<file path="src/rtl/dct2_burst_sequencer_pkg.sv">
// Shared defaults and the read-side state encoding for the DCT-II burst sequencer.
package dct2_burst_sequencer_pkg;

  localparam int DEF_DATA_W     = 32;
  localparam int DEF_NUM_COEF   = 13;
  localparam int DEF_GAP_CYCLES = 2;

  // Read FSM: wait for a full bank, replay it, then hold the guard gap.
  typedef enum logic [1:0] {
    RD_IDLE  = 2'd0,
    RD_BURST = 2'd1,
    RD_GAP   = 2'd2
  } rd_state_e;

endpackage

</file>
<file path="src/rtl/dct2_pingpong_buf.sv">
// Two frame-sized register banks with one write port, one read port and
// per-bank full flags that the write side sets and the read side clears.
module dct2_pingpong_buf #(
  parameter int DATA_W   = 32,
  parameter int NUM_COEF = 13,
  parameter int IDX_W    = 4
) (
  input  logic              clk,
  input  logic              rst,
  input  logic              wr_en,
  input  logic              wr_bank,
  input  logic [IDX_W-1:0]  wr_idx,
  input  logic [DATA_W-1:0] wr_data,
  input  logic              set_en,
  input  logic              set_bank,
  input  logic              clr_en,
  input  logic              clr_bank,
  input  logic              rd_bank,
  input  logic [IDX_W-1:0]  rd_idx,
  output logic [DATA_W-1:0] rd_data,
  output logic [1:0]        full
);

  logic [DATA_W-1:0] mem_q [2][NUM_COEF];
  logic [DATA_W-1:0] mem_d [2][NUM_COEF];
  logic [1:0]        full_q;
  logic [1:0]        full_d;

  // Next-state for the banks and their occupancy flags.
  always_comb begin
    // NOTE: every output of a combinational block gets a default first so no path leaves it unassigned and infers a latch.
    mem_d  = mem_q;
    full_d = full_q;
    if (wr_en) mem_d[wr_bank][wr_idx] = wr_data;
    // The write side only ever fills an empty bank and the read side only
    // drains a full one, so set and clear never target the same bank.
    if (set_en) full_d[set_bank] = 1'b1;
    if (clr_en) full_d[clr_bank] = 1'b0;
  end

  // Full flags are reset; sample storage is not.
  always_ff @(posedge clk) begin
    // NOTE: sequential state is updated with non-blocking assignments so every flop samples pre-edge values.
    if (rst) full_q <= 2'b00;
    else     full_q <= full_d;
  end

  // Sample storage register update.
  always_ff @(posedge clk) begin
    // NOTE: the banks carry no reset; their contents are only observed once a full flag (which is reset) marks them valid.
    mem_q <= mem_d;
  end

  assign rd_data = mem_q[rd_bank][rd_idx];
  assign full    = full_q;

endmodule

</file>
<file path="src/rtl/dct2_burst_sequencer.sv">
// Collects gappy input frames into a ping-pong buffer and replays each
// complete frame as one contiguous NUM_COEF-cycle burst plus a guard gap.
module dct2_burst_sequencer
  import dct2_burst_sequencer_pkg::*;
#(
  parameter int DATA_W     = DEF_DATA_W,
  parameter int NUM_COEF   = DEF_NUM_COEF,
  parameter int GAP_CYCLES = DEF_GAP_CYCLES
) (
  input  logic              clk,
  input  logic              rst,
  input  logic              s_tvalid,
  input  logic [DATA_W-1:0] s_tdata,
  input  logic              s_tlast,
  output logic              s_tready,
  output logic              m_tvalid,
  output logic [DATA_W-1:0] m_tdata,
  output logic              m_tlast,
  output logic [15:0]       frame_cnt,
  output logic              frame_err
);

  localparam int IDX_W = (NUM_COEF > 1) ? $clog2(NUM_COEF) : 1;
  localparam int GAP_W = (GAP_CYCLES > 1) ? $clog2(GAP_CYCLES) : 1;
  localparam logic [IDX_W-1:0] LAST_IDX = IDX_W'(NUM_COEF - 1);
  localparam logic [GAP_W-1:0] LAST_GAP = GAP_W'(GAP_CYCLES - 1);

  // Write side state.
  logic             wr_bank_q, wr_bank_d;
  logic [IDX_W-1:0] wr_idx_q, wr_idx_d;
  logic             drop_q, drop_d;
  logic             frame_err_q, frame_err_d;
  logic             wr_en, set_en, accept;

  // Read side state.
  rd_state_e         state_q, state_d;
  logic              rd_bank_q, rd_bank_d;
  logic [IDX_W-1:0]  rd_idx_q, rd_idx_d;
  logic [GAP_W-1:0]  gap_cnt_q, gap_cnt_d;
  logic [15:0]       frame_cnt_q, frame_cnt_d;
  logic              m_tvalid_q, m_tvalid_d;
  logic [DATA_W-1:0] m_tdata_q, m_tdata_d;
  logic              m_tlast_q, m_tlast_d;
  logic              clr_en, emit;

  logic [DATA_W-1:0] rd_data;
  logic [1:0]        full;

  dct2_pingpong_buf #(
    .DATA_W   (DATA_W),
    .NUM_COEF (NUM_COEF),
    .IDX_W    (IDX_W)
  ) u_buf (
    .clk      (clk),
    .rst      (rst),
    .wr_en    (wr_en),
    .wr_bank  (wr_bank_q),
    .wr_idx   (wr_idx_q),
    .wr_data  (s_tdata),
    .set_en   (set_en),
    .set_bank (wr_bank_q),
    .clr_en   (clr_en),
    .clr_bank (rd_bank_q),
    .rd_bank  (rd_bank_q),
    .rd_idx   (rd_idx_q),
    .rd_data  (rd_data),
    .full     (full)
  );

  // Back-pressure only when the bank we would write into is still occupied.
  assign s_tready = ~full[wr_bank_q];
  assign accept   = s_tvalid & s_tready;

  // Frame assembly: index beats, commit well-formed frames, flag and drop malformed ones.
  always_comb begin
    wr_bank_d   = wr_bank_q;
    wr_idx_d    = wr_idx_q;
    drop_d      = drop_q;
    frame_err_d = frame_err_q;
    wr_en       = 1'b0;
    set_en      = 1'b0;
    if (accept) begin
      if (drop_q) begin
        // Discarding the tail of an over-long frame up to its tlast.
        if (s_tlast) drop_d = 1'b0;
      end else begin
        wr_en = 1'b1;
        if (wr_idx_q == LAST_IDX) begin
          wr_idx_d = '0;
          if (s_tlast) begin
            set_en    = 1'b1;
            wr_bank_d = ~wr_bank_q;
          end else begin
            frame_err_d = 1'b1;
            drop_d      = 1'b1;
          end
        end else if (s_tlast) begin
          frame_err_d = 1'b1;
          wr_idx_d    = '0;
        end else begin
          wr_idx_d = wr_idx_q + 1'b1;
        end
      end
    end
  end

  // Read FSM: registered outputs, so a sample is issued the cycle before it appears.
  always_comb begin
    state_d     = state_q;
    rd_bank_d   = rd_bank_q;
    rd_idx_d    = rd_idx_q;
    gap_cnt_d   = gap_cnt_q;
    frame_cnt_d = frame_cnt_q;
    m_tvalid_d  = 1'b0;
    m_tdata_d   = '0;
    m_tlast_d   = 1'b0;
    clr_en      = 1'b0;
    // Idle issues index 0 directly so the burst starts one cycle after the frame lands.
    emit = (state_q == RD_BURST) || ((state_q == RD_IDLE) && full[rd_bank_q]);
    if (emit) begin
      m_tvalid_d = 1'b1;
      m_tdata_d  = rd_data;
      if (rd_idx_q == LAST_IDX) begin
        m_tlast_d   = 1'b1;
        clr_en      = 1'b1;
        rd_bank_d   = ~rd_bank_q;
        rd_idx_d    = '0;
        frame_cnt_d = frame_cnt_q + 16'd1;
        gap_cnt_d   = '0;
        state_d     = RD_GAP;
      end else begin
        rd_idx_d = rd_idx_q + 1'b1;
        state_d  = RD_BURST;
      end
    end else if (state_q == RD_GAP) begin
      // Leaving after the last guard cycle lets idle start the next burst with no extra bubble.
      gap_cnt_d = gap_cnt_q + 1'b1;
      if (gap_cnt_q == LAST_GAP) state_d = RD_IDLE;
    end
  end

  // Register update for write side, read FSM and outputs.
  always_ff @(posedge clk) begin
    if (rst) begin
      wr_bank_q   <= 1'b0;
      wr_idx_q    <= '0;
      drop_q      <= 1'b0;
      frame_err_q <= 1'b0;
      state_q     <= RD_IDLE;
      rd_bank_q   <= 1'b0;
      rd_idx_q    <= '0;
      gap_cnt_q   <= '0;
      frame_cnt_q <= 16'd0;
      m_tvalid_q  <= 1'b0;
      m_tdata_q   <= '0;
      m_tlast_q   <= 1'b0;
    end else begin
      wr_bank_q   <= wr_bank_d;
      wr_idx_q    <= wr_idx_d;
      drop_q      <= drop_d;
      frame_err_q <= frame_err_d;
      state_q     <= state_d;
      rd_bank_q   <= rd_bank_d;
      rd_idx_q    <= rd_idx_d;
      gap_cnt_q   <= gap_cnt_d;
      frame_cnt_q <= frame_cnt_d;
      m_tvalid_q  <= m_tvalid_d;
      m_tdata_q   <= m_tdata_d;
      m_tlast_q   <= m_tlast_d;
    end
  end

  assign m_tvalid  = m_tvalid_q;
  assign m_tdata   = m_tdata_q;
  assign m_tlast   = m_tlast_q;
  assign frame_cnt = frame_cnt_q;
  assign frame_err = frame_err_err_alias();

  function automatic logic frame_err_err_alias();
    return frame_err_q;
  endfunction

endmodule

</file>
<file path="config.mk">
export PLATFORM = sky130hd
export DESIGN_NAME = dct2_burst_sequencer
export DESIGN_NICKNAME = d
export VERILOG_FILES = /design/src/rtl/dct2_burst_sequencer_pkg.sv /design/src/rtl/dct2_pingpong_buf.sv /design/src/rtl/dct2_burst_sequencer.sv
export SDC_FILE = /design/constraint.sdc
export NUM_CORES = 1
export LEC_CHECK = 0
export CAP_MARGIN = 5
export CORE_ASPECT_RATIO = 1.75
export CORE_MARGIN = 2
export CORE_UTILIZATION = 55
export DETAILED_ROUTE_END_ITERATION = 7
export PLACE_DENSITY = 0.75
export SLEW_MARGIN = 15
export SYNTH_ARGS = -nofsm -noshare
export SYNTH_HDL_FRONTEND = slang
export SYNTH_SLANG_ARGS = --single-unit
</file>
<file path="constraint.sdc">
create_clock -name clk -period 2.7 [get_ports clk]
set_clock_uncertainty 0.05 [all_clocks]
set_input_delay 0.27 -clock clk [delete_from_list [all_inputs] [get_ports clk]]
set_output_delay 0.27 -clock clk [all_outputs]
set_load 0.1 [all_outputs]
</file>
==> flow_summary.ini, run 1 <==
[sta]
fin_crit_sh_pct = 91.9
slew_headroom_pct = 32.7
worst_pin_slew_ns = 1.01
hold_violations = 0
setup_slack_ns = 0.219
clock.fmax_ghz = 0.403
slew_violations = 0
rsz0062_at_grt = no
finalSetupViolations = 0
period_needed_ns = 2.48
tns_ns = 0

[cells_and_area]
area_growth_pct = 14.9
drive_above_1_share_pct = 21.8
layout_commonest_cell = edfxtp_1
fin_util_pct = 63.6
layout_common_cells = edfxtp_1, mux2i_1, buf_4, mux4_2, clkbuf_16
fill_cells = 3991
final_area_um2 = 39400
nets = 1994

[floorplanning]
io_pins = 88
initial_core_util_pct = 55.4
die_x_um = 193
die_y_um = 334
dieArea_um2 = 64400
core_um2 = 61900
rows = 121

[routing]
num_vias = 17458
drc_errors = 0
vias_per_cell = 6.22
wl_per_cell_um = 26.8
routed_wl_mm = 75.1
antenna_left = 0
dr.pass1.iters = 5
initialDrtViolationCount = 1904

[synthesis]
synth-xor-area-share_pct = 0.128
synthAdderAreaFrac_pct = 0.329
ys_seq_area_share_pct = 76.8
ys_warn_count = 0
synth_seq_cells = 899
synth_top_flop_cell = edfxtp_1
synthDistinctLibCells = 51
synthMuxAreaShare_pct = 13.1
synthesis.area_um2 = 34300
synthSimpleGateAreaFrac_pct = 1.84
synth_cells = 1774
synth_edf_count = 832
syn_nets = 1819
synthArstFlopShare_pct = 0
syn_avg_cell_area_um2 = 19.3
synth_top_family_by_area = multiplexers
synth_compound_area_share_pct = 6.13

[worst_setup_path]
crit_required_ns = 3.20
start_kind = register
cp.arrival_ns = 2.98
crit_type = register to register
crit_path_end_kind = register
crit_fanout = 26

[grt]
grt_max_degree = 68
overflow = 0
grt_pass1_vias = 18058
grt_antenna_before_repair = 3
grt_pass1_wl_mm = 112
grt_usage_pct = 23.8

[clock_network]
cts_tree = done
cts.clk_slew.worst_paths_ns = 0.07
ctsResizeCount = 0
worstSkewPairLatency_ns = 0.63
clockBufferDepth = 3
cts_buffers = 72
cts_setup_buffers = 0
htree_levels = 3
clock_sinks = 899
ctsHoldBuffers = 0
cts_root_buffer = clkbuf_16

[place]
post-place-ws_ns = 0.161
placed_area_um2 = 37000
port_buffers = 87
routabilityCongestion = 0.814
dp_hpwl_mm = 47.3

[flow_run]
max_cap_viol_count = 0

[run_status]
status = completed

[power_and_ir_drop]
ir_worst_vdd_mv = 0.426
p_leak_nw = 12.0
p_per_area_nw_per_um2 = 669

[min_path]
hold_path_class = input port to register
-- layout make-up --
| type | count | area (µm²) | area share (%) |
|---|---|---|---|
| Timing Repair Buffer | 205 | 2160 | 5.50 |
| Multi-Input combinational cell | 757 | 7450 | 18.9 |
| Antenna cell | 1 | 2.50 | 0.00635 |
| Sequential cell | 899 | 26300 | 66.9 |
| Tap cell | 799 | 1000 | 2.54 |
| Inverter | 14 | 52.6 | 0.133 |
| Clock buffer | 94 | 1990 | 5.05 |
| Clock inverter | 38 | 389 | 0.988 |
-- cell families (layout without fill, tap and decap cells) --
family / Yosys count / count (layout)
buffers and inverters: 118 / 351
AOI/OAI and AO/OA: 306 / 306
other: 0 / 1
DFF: 899 / 899
adders and majority gates: 9 / 9
muxes: 323 / 323
xor gates and xnor gates: 5 / 5
and+or+nand+nor: 114 / 114
-- per-layer routing --
metal	global-route usage [%]	wire (µm)
met1	30.2	28300
met2	41.5	39700
met3	3.95	5190
met4	8.30	1980
met5	0	26
-- power breakdown --
part	internal, W	total [W]	switching [W]
clock	0.00584	0.0106	0.00479
combinational	0.000150	0.000483	0.000333
sequential	0.0152	0.0153	0.0000165
-- cells in the mapped netlist (all sizes together), types with 5 or more instances --
cell type | count | share of area [%]
a211oi | 65 | 1.5
nand3 | 7 | 0.10
nand2 | 11 | 0.12
nor2 | 25 | 0.27
edfxtp | 832 | 73
clkbuf | 52 | 0.57
o21ai | 43 | 0.63
or4 | 5 | 0.11
nor3 | 6 | 0.088
mux2i | 221 | 6.5
a21oi | 54 | 0.79
nor2b | 5 | 0.091
o22ai | 31 | 0.57
ha | 9 | 0.33
a221oi | 31 | 0.79
a22oi | 63 | 1.4
and2 | 27 | 0.49
or3 | 9 | 0.16
buf | 52 | 0.98
dfxtp | 67 | 3.9
mux4 | 99 | 6.5
inv | 14 | 0.15
-- stage by stage --
step | std cells | total power (W) | hold WS [ns]
3_3_place_gp | 2674 | 0.0160 | 0.418
3_5_place_dp | 2674 | 0.0160 | 0.426
5_1_grt | 2806 | 0.0270 | 0.331
2_1_floorplan | 1774 | 0.0157 | 0.319
6_report | 2807 | 0.0264 | 0.337
4_1_cts | 2806 | 0.0265 | 0.312
-- worst max-delay path, stage by stage (launching register included) --
cell and delay [ns]:
dfxtp_4 0.54, buf_4 0.49, mux2_2 0.45, o21ai_1 0.50, o221ai_1 0.19, a21oi_1 0.17
-- worst paths after layout --
path | slack (ns) | cells past startpoint | startpoint | endpoint
max | 0.22 | 5 | rd_bank_q | gap_cnt_q
min reg2reg | 0.44 | 2 | frame_err | frame_err
max reg2reg | 0.22 | 5 | rd_bank_q | gap_cnt_q
min | 0.34 | 3 | s_tvalid | drop_q
-- flip-flops by register name (all words and copies together) (netlist names), 2 cells and up --
| name | count |
|---|---|
| m_tdata | 32 |
| wr_idx_q | 4 |
| state_q | 2 |
| u_buf.mem_q | 832 |
| u_buf.full | 2 |
| rd_idx_q | 4 |
| frame_cnt | 16 |
No activity file was read; power rests on OpenSTA's default activity.
==> run 2, diff against run 1 <==
- SYNTH_HIERARCHICAL: not set -> 1
==> run 2 against run 1 <==
  * Synthesized cell count increased by 9.6%
  * Cell count grew 6.0%
  * Critical path type unchanged
  * Clock power grew 6%
  * Critical path depth increased by 3
  * Utilization up 0.66 points
  * Sequential power about the same
  * Fmax fell by 2.0%
==> flow_summary.ini, run 2 <==
[worst_setup_path]
cp_top_family = compound AO/OA/AOI/OAI gates
crit_path_max_incr_delay_ns = 0.52
cp.arrival_ns = 3.03
r2r_cells = 8
start_kind = register
cpMostUsedCell = buf_12
crit_start = rd_bank_q
crit_required_ns = 3.20
critPathSlowestCell = a221oi_1
reg2reg_slack_ns = 0.17
crit_path_end_kind = register
critical_path_buf_inv_count = 3
crit_fanout = 30
crit_type = register to register
timing.rr.start = rd_bank_q
crit_path_cell_trace = buf_12 > buf_12 > buf_4 > mux2i_1 > a221oi_1 > o21ai_1 > a32oi_1 > and2_1
path_depth = 8
r2r-end = m_tdata[27]
critical_path.endpoint = m_tdata[27]

[synthesis]
synth_top_flop_cell = edfxtp_1
ys_warn_count = 6
synthDistinctLibCells = 52
yosys.area.top_type_share_pct = 72.1
netlist_top_cells_area = edfxtp_1, mux2i_1, dfxtp_1
syn_avg_cell_area_um2 = 17.8
yosysMostFrequentCell = edfxtp_1
synthesis.area_um2 = 34600
synthArstFlopShare_pct = 0
synth_top_cell_by_area = edfxtp_1
synth_seq_cells = 899
synthTopCellsByCount = edfxtp_1, mux2i_1, nand2_1
synth_cells = 1945
synth_edf_count = 832
ys_seq_area_share_pct = 76.0
syn_nets = 1988

[cells_and_area]
antenna_cells = 0
fill_cells = 4103
layout_commonest_cell = edfxtp_1
multi_input_area_um2 = 7990
final_area_um2 = 40000
largest_reg_flops = 832
seq_area_um2 = 26300
instances_no_fill = 2975
layout_common_cells = edfxtp_1, mux2i_1, buf_4, nand2_1, clkbuf_16
fin_util_pct = 64.3
area_growth_pct = 15.4
top_register = u_buf/mem_q
nets = 2157
drive_above_1_share_pct = 20.0

[clock_network]
clockBufferDepth = 3
cts_tree = done
clock_sinks = 899
cts_buffers = 75
htree_levels = 3
ctsResizeCount = 0
cts.clk_slew.worst_paths_ns = 0.07
ctsHoldBuffers = 0
worstSkewPairLatency_ns = 0.62
cts_setup_buffers = 0
cts_root_buffer = clkbuf_16

[place]
routabilityCongestion = 0.907
placed_area_um2 = 37400
post-place-cells = 2836
port_buffers = 87
post-place-ws_ns = 0.211
dp_hpwl_mm = 50.1

[sta]
fin_crit_sh_pct = 93.8
rsz0062_at_grt = no
clock.fmax_ghz = 0.395
period_needed_ns = 2.53
slew_headroom_pct = 24.4
worst_pin_slew_ns = 1.13
finalSetupViolations = 0
hold_violations = 0
setup_slack_ns = 0.168
slew_violations = 0

[routing]
num_vias = 18764
initialDrtViolationCount = 1927
wl_per_cell_um = 28.0
drc_errors = 0
antenna_left = 0
vias_per_cell = 6.31
dr.pass1.iters = 5
routed_wl_mm = 83.3

[run_status]
status = completed

[power_and_ir_drop]
ir_worst_vdd_mv = 0.480
p_leak_nw = 12.3
power_w = 0.0269
p_per_area_nw_per_um2 = 674

[floorplanning]
die_y_um = 336
io_pins = 88
initial_core_util_pct = 55.7
rows = 121
dieArea_um2 = 65100
die_x_um = 194
core_um2 = 62200

[grt]
grt_pass1_wl_mm = 122
grt_max_degree = 68
grt_antenna_before_repair = 1
grt_usage_pct = 25.5
grt_pass1_vias = 19292
overflow = 0

[min_path]
hold_path_class = input port to register
holdPathStages = 2

[flow_run]
max_cap_viol_count = 0
run 2: changes by cell type after synthesis, sizes merged, moves of 19 or more:
cell | previous run | this run
a221oi | 31 | 64
a211oi | 65 | 13
nand2 | 11 | 101
mux2i | 221 | 279
o22ai | 31 | 12
mux4 | 99 | 44
a31oi | 4 | 41
mux2 | 3 | 53
run 2: where the power goes:
| group | internal [W] | switching [W] | total (W) | leakage, nW |
|---|---|---|---|---|
| Sequential | 0.0152 | 0.0000153 | 0.0153 | 8.04 |
| Combinational | 0.000126 | 0.000345 | 0.000471 | 3.01 |
| Clock | 0.00639 | 0.00483 | 0.0112 | 1.25 |
run 2: how the worst min path moves through the flow:
stage,startpoint,to
finish,s_tlast,drop_q
global route,s_tvalid,drop_q
CTS,s_tlast,drop_q
detailed placement,gap_cnt_q,gap_cnt_q
global placement,gap_cnt_q,gap_cnt_q
floorplan,rst,u_buf/full[1]
run 2: cells by family after synthesis:
kind of cell	after synthesis	share of synthesized area, %
AO/OA/AOI/OAI	298	5.99
AND/OR/NAND/NOR	235	3.26
adder cells (fa/ha/maj)	7	0.253
buffers and inverters	124	1.70
flip-flops	899	76.0
multiplexers	376	12.7
XOR/XNOR	6	0.152
run 2: layer usage:
layer | up-vias | routed length (µm) | part of all wire [%] | GRT usage, %
li1 | 8133 | - | - | -
met1 | 9660 | 30100 | 36 | 30.2
met2 | 794 | 44500 | 53 | 46.7
met3 | 175 | 5300 | 6.4 | 3.36
met4 | 2 | 3350 | 4.0 | 11.0
met5 | - | 8 | 0.0096 | 0
run 2: layout make-up:
class	count	area share (%)
clock buffer	109	5.61
clock inverter	30	0.804
inverter	12	0.125
multi-input combinational	922	20.0
sequential	899	65.9
tap	799	2.50
timing repair buffer	204	5.11
run 2: metrics by stage:
step / hold WS (ns) / TNS (ns)
global route: 0.406 / 0
detailed placement: 0.430 / 0
floorplan: 0.298 / -177.42
global placement: 0.403 / 0
finish: 0.383 / 0
CTS: 0.355 / 0
run 2: worst reg2reg max path: stages, from the launching register on:
cell      delay (ns)
dfxtp_4         0.42
buf_12          0.27
buf_12          0.31
buf_4           0.24
mux2i_1         0.12
a221oi_1        0.52
o21ai_1         0.19
a32oi_1         0.21
and2_1          0.14
==> run 3, diff against run 2 <==
==> constraint.sdc (replaced) <==
create_clock -name clk -period 2.7 [get_ports clk]
set_clock_uncertainty 0.05 [all_clocks]
set_input_delay 0.54 -clock clk [delete_from_list [all_inputs] [get_ports clk]]
set_output_delay 0.54 -clock clk [all_outputs]
set_load 0.1 [all_outputs]
==> run 3 against run 2 <==
  * The run now ends with negative setup slack left
  * Combinational power is 8.5% higher
  * Sequential power hardly changed
  * Critical endpoint is now m_tdata[22]
  * Flip-flop and latch count stayed put
==> flow_summary.ini, run 3 (synthesis gave the netlist of run 2 again) <==
[sta]
hold_violations = 0
period_needed_ns = 2.73
finalSetupViolations = 1
slew_violations = 0
rsz0062_at_grt = no
fin_crit_sh_pct = 101
slew_headroom_pct = 24.3
worst_pin_slew_ns = 1.13
clock.fmax_ghz = 0.367
hold_slack_ns = 0.423
setup_slack_ns = -0.0257
tns_ns = -0.0257

[run_status]
status = finished, violations left
violations = negative setup slack

[cells_and_area]
fill_cells = 4088
multi_input_area_um2 = 7990
area_growth_pct = 16.5
seq_area_um2 = 26300
antenna_cells = 0
drive_above_1_share_pct = 21.1
largest_reg_flops = 832
layout_commonest_cell = edfxtp_1
final_area_um2 = 40400
nets = 2197
layout_common_cells = edfxtp_1, mux2i_1, buf_4, nand2_1, clkbuf_16
top_register = u_buf/mem_q

[routing]
antenna_left = 0
initialDrtViolationCount = 1710
num_vias = 18907
dr.pass1.iters = 6
drc_errors = 0
wl_per_cell_um = 27.7
routed_wl_mm = 83.4
vias_per_cell = 6.28

[place]
routabilityCongestion = 0.865
placed_area_um2 = 37900
dp_hpwl_mm = 52.1
port_buffers = 87
post-place-ws_ns = 0.0467

[grt]
grt_pass1_wl_mm = 123
grt_antenna_before_repair = 0
grt_max_degree = 57
grt_pass1_vias = 19295
overflow = 0
grt_usage_pct = 25.8

[flow_run]
max_cap_viol_count = 0

[worst_setup_path]
crit_path_end_kind = register
cp.arrival_ns = 3.18
crit_fanout = 32
crit_required_ns = 3.15
start_kind = register
reg2reg_slack_ns = -0.03
crit_type = register to register

[clock_network]
cts.clk_slew.worst_paths_ns = 0.07
ctsHoldBuffers = 0
worstSkewPairLatency_ns = 0.62
htree_levels = 3
cts_tree = done
cts_buffers = 76
ctsResizeCount = 0
clock_sinks = 899
cts_root_buffer = clkbuf_16
clockBufferDepth = 3
cts_setup_buffers = 0

[min_path]
hold_path_class = register to register

[power_and_ir_drop]
power_w = 0.0267
swShare_pct = 19.5
ir_worst_vdd_mv = 0.621
seq_power_share_pct = 57.2
internal_power_w = 0.0215
power.switching_w = 0.00520
p_leak_nw = 12.5
p_comb_share_pct = 1.9
clkPwrFrac_pct = 40.9
p_per_area_nw_per_um2 = 661

[floorplanning]
initial_core_util_pct = 55.7
io_pins = 88
rows = 121
core_um2 = 62200
die_y_um = 336
die_x_um = 194
dieArea_um2 = 65100
-- run 3: final cells by class --
cell class,instances,area share [%]
Clock buffer,101,5.30
Clock inverter,36,0.865
Inverter,12,0.124
Multi-Input combinational cell,922,19.8
Sequential cell,899,65.3
Tap cell,799,2.48
Timing Repair Buffer,243,6.16
-- run 3: metal layers --
| metal | track usage [%] | share of wire (%) | up-vias |
|---|---|---|---|
| met5 | 0 | 0 | - |
| met4 | 13.8 | 5.3 | 0 |
| met3 | 3.47 | 6.7 | 218 |
| met2 | 46.1 | 53 | 894 |
| met1 | 30.3 | 35 | 9594 |
| li1 | - | - | 8201 |
-- run 3: power groups by stage --
| stage | registers, W | logic (W) | clock network [W] |
|---|---|---|---|
| finish | 0.0153 | 0.000511 | 0.0109 |
| global route | 0.0153 | 0.000542 | 0.0116 |
| detailed placement | 0.0156 | 0.000510 | 0 |
| CTS | 0.0153 | 0.000510 | 0.0111 |
| global placement | 0.0156 | 0.000488 | 0 |
| floorplan | 0.0156 | 0.000118 | 0 |
-- run 3: final timing paths --
kind | startpoint | endpoint | depth (start not counted)
hold reg to reg | drop_q | drop_q | 1
setup / recovery | rd_bank_q | m_tdata[22] | 6
setup reg to reg | rd_bank_q | m_tdata[22] | 6
hold / removal | drop_q | drop_q | 1
-- run 3: through the flow --
| step | utilization, % | cells |
|---|---|---|
| global placement | 60.9 | 2875 |
| CTS | 64.9 | 3012 |
| global route | 64.9 | 3012 |
| detailed placement | 60.9 | 2875 |
| floorplan | - | 1945 |
| finish | 64.9 | 3012 |
-- run 3: critical path, stage by stage (launching register included) --
cell and delay (ns):
dfxtp_4 0.44, buf_12 0.25, buf_4 0.29, mux2_2 0.36
a221oi_1 0.75, a31oi_1 0.21, and2_1 0.19
